File: src/rtl/reg_wb_arbiter.sv
// Writeback arbiter: round-robin grant of NREQ requesters onto the single
// register-file write port, with a registered output stage and a busy scoreboard.
module reg_wb_arbiter #(
  parameter int unsigned NREQ   = 3,
  parameter int unsigned DATA_W = 32,
  parameter int unsigned ADDR_W = 5
) (
  input  logic                     Clk,
  input  logic                     Rst_n,
  input  logic [NREQ-1:0]          ReqValid,
  input  logic [NREQ*ADDR_W-1:0]   ReqAddr,
  input  logic [NREQ*DATA_W-1:0]   ReqData,
  output logic [NREQ-1:0]          ReqReady,
  input  logic                     RsvValid,
  input  logic [ADDR_W-1:0]        RsvAddr,
  output logic [ADDR_W-1:0]        WriteReg,
  output logic [DATA_W-1:0]        WriteData,
  output logic                     RegWriteEn,
  output logic [(2**ADDR_W)-1:0]   BusyMask
);

  localparam int unsigned DEPTH = 2**ADDR_W;
  localparam int unsigned PTR_W = $clog2(NREQ);

  logic [PTR_W-1:0]  ptr;
  logic [PTR_W-1:0]  ptr_next;
  logic [PTR_W:0]    cand;
  logic [PTR_W-1:0]  grant_idx;
  logic              grant_any;
  logic              transfer;
  logic [NREQ-1:0]   grant;
  logic [ADDR_W-1:0] sel_addr;
  logic [DATA_W-1:0] sel_data;
  logic [DEPTH-1:0]  busy;
  logic [DEPTH-1:0]  busy_next;

  // Rotating priority search: offset k from ptr, wrapped by a single subtract
  // since ptr + k never reaches 2*NREQ.
  always_comb begin
    grant_any = 1'b0;
    grant_idx = '0;
    cand      = '0;
    for (int unsigned k = 0; k < NREQ; k++) begin
      cand = {1'b0, ptr} + (PTR_W+1)'(k);
      if (cand >= (PTR_W+1)'(NREQ)) begin
        cand = cand - (PTR_W+1)'(NREQ);
      end
      if (!grant_any && ReqValid[cand[PTR_W-1:0]]) begin
        grant_any = 1'b1;
        grant_idx = cand[PTR_W-1:0];
      end
    end
  end

  always_comb begin
    grant    = '0;
    sel_addr = '0;
    sel_data = '0;
    for (int unsigned i = 0; i < NREQ; i++) begin
      if (grant_idx == PTR_W'(i)) begin
        sel_addr = ReqAddr[i*ADDR_W +: ADDR_W];
        sel_data = ReqData[i*DATA_W +: DATA_W];
        grant[i] = grant_any;
      end
    end
  end

  assign transfer = grant_any & Rst_n;
  assign ReqReady = Rst_n ? grant : '0;
  assign ptr_next = (grant_idx == PTR_W'(NREQ-1)) ? '0 : grant_idx + PTR_W'(1);

  always_ff @(posedge Clk or negedge Rst_n) begin
    if (!Rst_n) begin
      ptr        <= '0;
      WriteReg   <= '0;
      WriteData  <= '0;
      RegWriteEn <= 1'b0;
    end else if (transfer) begin
      ptr        <= ptr_next;
      WriteReg   <= sel_addr;
      WriteData  <= sel_data;
      RegWriteEn <= (sel_addr != '0);
    end else begin
      RegWriteEn <= 1'b0;
    end
  end

  // Set is applied after clear so a new reservation outlives an older commit.
  always_comb begin
    busy_next = busy;
    if (transfer && (sel_addr != '0)) begin
      busy_next[sel_addr] = 1'b0;
    end
    if (RsvValid && (RsvAddr != '0)) begin
      busy_next[RsvAddr] = 1'b1;
    end
    busy_next[0] = 1'b0;
  end

  always_ff @(posedge Clk or negedge Rst_n) begin
    if (!Rst_n) begin
      busy <= '0;
    end else begin
      busy <= busy_next;
    end
  end

  assign BusyMask = busy;

endmodule

File: config.mk
export PLATFORM = sky130hd
export DESIGN_NAME = reg_wb_arbiter
export DESIGN_NICKNAME = d
export VERILOG_FILES = /design/src/rtl/reg_wb_arbiter.sv
export SDC_FILE = /design/constraint.sdc
export NUM_CORES = 1
export LEC_CHECK = 0
export CELL_PAD_IN_SITES_DETAIL_PLACEMENT = 2
export CELL_PAD_IN_SITES_GLOBAL_PLACEMENT = 2
export CORE_ASPECT_RATIO = 0.5
export CORE_MARGIN = 2
export CORE_UTILIZATION = 22
export CTS_CLUSTER_SIZE = 30
export DETAILED_ROUTE_END_ITERATION = 8
export PLACE_DENSITY = 0.87
export SLEW_MARGIN = 20
export SYNTH_ARGS = -nofsm -noshare
export SYNTH_HDL_FRONTEND = slang
export SYNTH_SLANG_ARGS = --single-unit
File: constraint.sdc
create_clock -name Clk -period 4 [get_ports Clk]
set_input_delay 0.6 -clock Clk [delete_from_list [all_inputs] [get_ports Clk]]
set_output_delay 0.6 -clock Clk [all_outputs]
set_load 0.03 [all_outputs]
==> metrics.csv <==
stage;metric;value;unit
status;outcome;finished clean;
logic_synthesis;top-area cell type share of the netlist area;44.4;%
sta;Final Max Tran Viols;0;
setup_path;crit path cell chain;inv_1 > ha_1 > mux2i_1 > o221ai_1 > o21bai_2 > nor2_1 > clkdlybuf4s50_1;
clocking;Setup Buffers After CTS;0;
logic_synthesis;distinct cell type count after synthesis;47;
placement;input/output buffers;193;
logic_synthesis;syn_area_per_cell;8.61;sq um
layout;cell area after layout;0.00652;sq mm
clocking;Max Buffers Root-to-Sink;2;
global_routing;initial antenna violation count;0;
global_routing;global route overflow;0;
placement;gpl congestion;0.809;
pwr;Peak VDD IR;0.315;mV
global_routing;global-route wire length before repair;27900;microns
drt;Vias/cell;4.89;
logic_synthesis;post-synth top area cell;dfrtp_1;
clocking;post-cts resize count;0;
clocking;CTS tree;built;
logic_synthesis;Simple-Gate Fraction of Synth Area;16.4;%
logic_synthesis;Syn Nets;591;
logic_synthesis;cells after synthesis;465;
placement;Cell Area, Placed;0.00621;sq mm
setup_path;worst endpoint required time;3.40;ns
logic_synthesis;Area contributors post-synth;dfrtp_1 (44%), o21ai_0 (6.6%), nand2_1 (6.6%), mux2i_1 (6.5%), a21oi_1 (5.9%);
setup_path;endpoint class of the critical path;output port;
clocking;Num CTS Buffers;9;
setup_path;critical path fanouts, max;5;
logic_synthesis;number of synthesized flops with an enable pin;0;
layout;final-layout fill cell count;1985;
setup_path;Slowest-stage cell, CP;clkdlybuf4s50_1;
clocking;Root Driver;clkbuf_16;
placement;DP Wirelength;13100;microns
clocking;Clock transition at path regs;0.06;ns
global_routing;Overall Global Routing Usage;18.4;%
logic_synthesis;largest family of logic cells by synthesized area;compound AO/OA/AOI/OAI gates;
logic_synthesis;Netlist Area Pre-Place;0.00400;sq mm
sta;unrepaired setup endpoints after global routing;false;
layout;diode count;0;
setup_path;Crit Path Category;reg2out;
sta;final hold vios;0;
logic_synthesis;adder-cell area share of the yosys netlist;1.25;%
layout;fin util;37.0;%
setup_path;CP Launch Type;register;
drt;wire per inst;19.7;microns
drt;initial DRC count;208;
setup_path;Crit path largest cell delay;0.71;ns
global_routing;largest net degree at the start of global routing;72;
floorplanning;die height;99.4;microns
pwr;cell leakage power;0.00264;uW
flow_run;maxcap violations;0;
setup_path;Buf/Inv on CP;2;
drt;WL final;17600;microns
logic_synthesis;post-synthesis sequential area ratio;44.4;%
layout;Final Net Count;777;
sta;clock skew;0.00550;ns
floorplanning;Die X;195;microns
setup_path;crit path DAT;3.00;ns
logic_synthesis;Post-synth top flop;dfrtp_1;
floorplanning;initial core utilization;22.7;%
sta;FMAX;0.278;GHz
logic_synthesis;Synth Warn #;0;
logic_synthesis;most common library cells after synthesis;dfrtp_1 (71), nand2_1 (70), o21ai_0 (53);
floorplanning;die area;0.0194;sq mm
setup_path;CP delay by family, top;buffers and inverters;
sta;period utilization;89.9;%
clocking;clk_lat worst skew;0.33;ns
logic_synthesis;post-synthesis compound-gate area fraction;26.7;%
logic_synthesis;mux cell area share after synthesis;6.50;%
min_path;Min-Delay Path Class;reg2reg;
clocking;cts hold-fix bufs;0;
drt;Post-route DRC;0;
drt;Antenna Nets Post-Route;0;
global_routing;vias in the first global route;4951;
clocking;Num Clock Sinks;71;
sta;fin crit period;3.60;ns
logic_synthesis;count leader, synth;dfrtp_1;
logic_synthesis;Async S/R FF share, synth;100;%
sta;Setup violations, final;0;
sta;Sum Neg Setup Slack;0;ns
floorplanning;placement row count;34;
layout;layout cells sized above 1;6.55;%
sta;Slew HR;36.4;%
pwr;PD cells;823;mW/mm^2
sta;Tightest Pin Transition;0.955;ns
logic_synthesis;Seq cells post-synth;71;
layout;area added between synthesis and finish;62.8;%
drt;total number of vias;4353;
floorplanning;I/O pin cnt;195;
floorplanning;Core ar.;0.0176;sq mm
drt;drt first pass iters;4;
logic_synthesis;Post-Synth XOR/XNOR Area;0;%
clocking;H-tree depth;3;
through the flow:
| step | std cells | hold WS (ns) | total power, uW | setup slack, ns |
|---|---|---|---|---|
| after CTS | 890 | 0.486 | 5430 | 0.0735 |
| final | 890 | 0.480 | 5360 | 0.403 |
| after global placement | 874 | 0.462 | 4390 | 0.413 |
| after global routing | 890 | 0.515 | 5740 | 0.214 |
| after floorplan | 465 | 0.304 | 3180 | 0.921 |
| after detailed placement | 874 | 0.473 | 4530 | 0.294 |
cell type report:
cell class                      count  area, sq um  share of cell area (%)
Multi-Input combinational cell    348         2050                    31.5
Timing Repair Buffer              207         2040                    31.3
Sequential cell                    71         1780                    27.3
Tap cell                          234          293                    4.49
Clock buffer                        9          225                    3.46
Clock inverter                      7         78.8                    1.21
Inverter                           14         52.6                   0.807
flip-flops by register name (all words and copies together) (netlist names):
name	flops
WriteData	32
BusyMask	31
WriteReg	5
ptr	2
RegWriteEn	1
kinds of logic after synthesis:
logic type	after synthesis
buf+inv	46
fa+ha+maj	4
flops	71
simple gates	148
other cells	1
mux	26
compound gates	169
where the power goes:
group | switching [uW] | leakage (uW) | internal, uW
clock network | 339 | 0.000151 | 491
logic | 2100 | 0.00168 | 1240
registers | 188 | 0.000804 | 1010
total | 2620 | 0.00264 | 2740
path summary, 6_finish.rpt:
path	start	end	slack [ns]	depth (start not counted)
setup / recovery	ptr[0]$_DFFE_PN0P_	ReqReady[2]	0.40	7
hold / removal	WriteData[15]$_DFFE_PN0P_	WriteData[15]$_DFFE_PN0P_	0.48	2
setup reg to reg	ptr[0]$_DFFE_PN0P_	BusyMask[28]$_DFF_PN0_	0.45	10
hold reg to reg	WriteData[15]$_DFFE_PN0P_	WriteData[15]$_DFFE_PN0P_	0.48	2
max in group asynchronous	Rst_n	BusyMask[25]$_DFF_PN0_	2.82	2
min in group asynchronous	Rst_n	WriteReg[4]$_DFFE_PN0P_	0.58	2
cell usage in the layout, fill, tap and decap left out, drive strengths merged, types with 4 or more instances in the layout:
cell,count
clkbuf,9
dfrtp,71
a21oi,47
clkdlybuf4s50,191
o221ai,11
o41ai,9
nand2,70
buf,15
a21o,5
a31oi,4
o211ai,9
nor3,5
nand2b,4
nand3,8
o21ai,62
ha,4
nand3b,6
inv,17
o31ai,9
mux2i,26
nor2,40
metal layers:
metal  vias up  global-route usage (%)  part of all wire [%]
met5         -                       0                     0
li1       2047                       -                     -
met2       103                    34.3                    53
met1      2179                    21.9                    42
met4         0                    5.87                   2.4
met3        24                    2.88                   3.1
tightest hold or removal path: stages (launching register included):
cell and delay [ns]:
dfrtp_1 0.34, nand2_1 0.05, o21ai_0 0.06
Note: power is estimated with default switching activity, not from simulation.
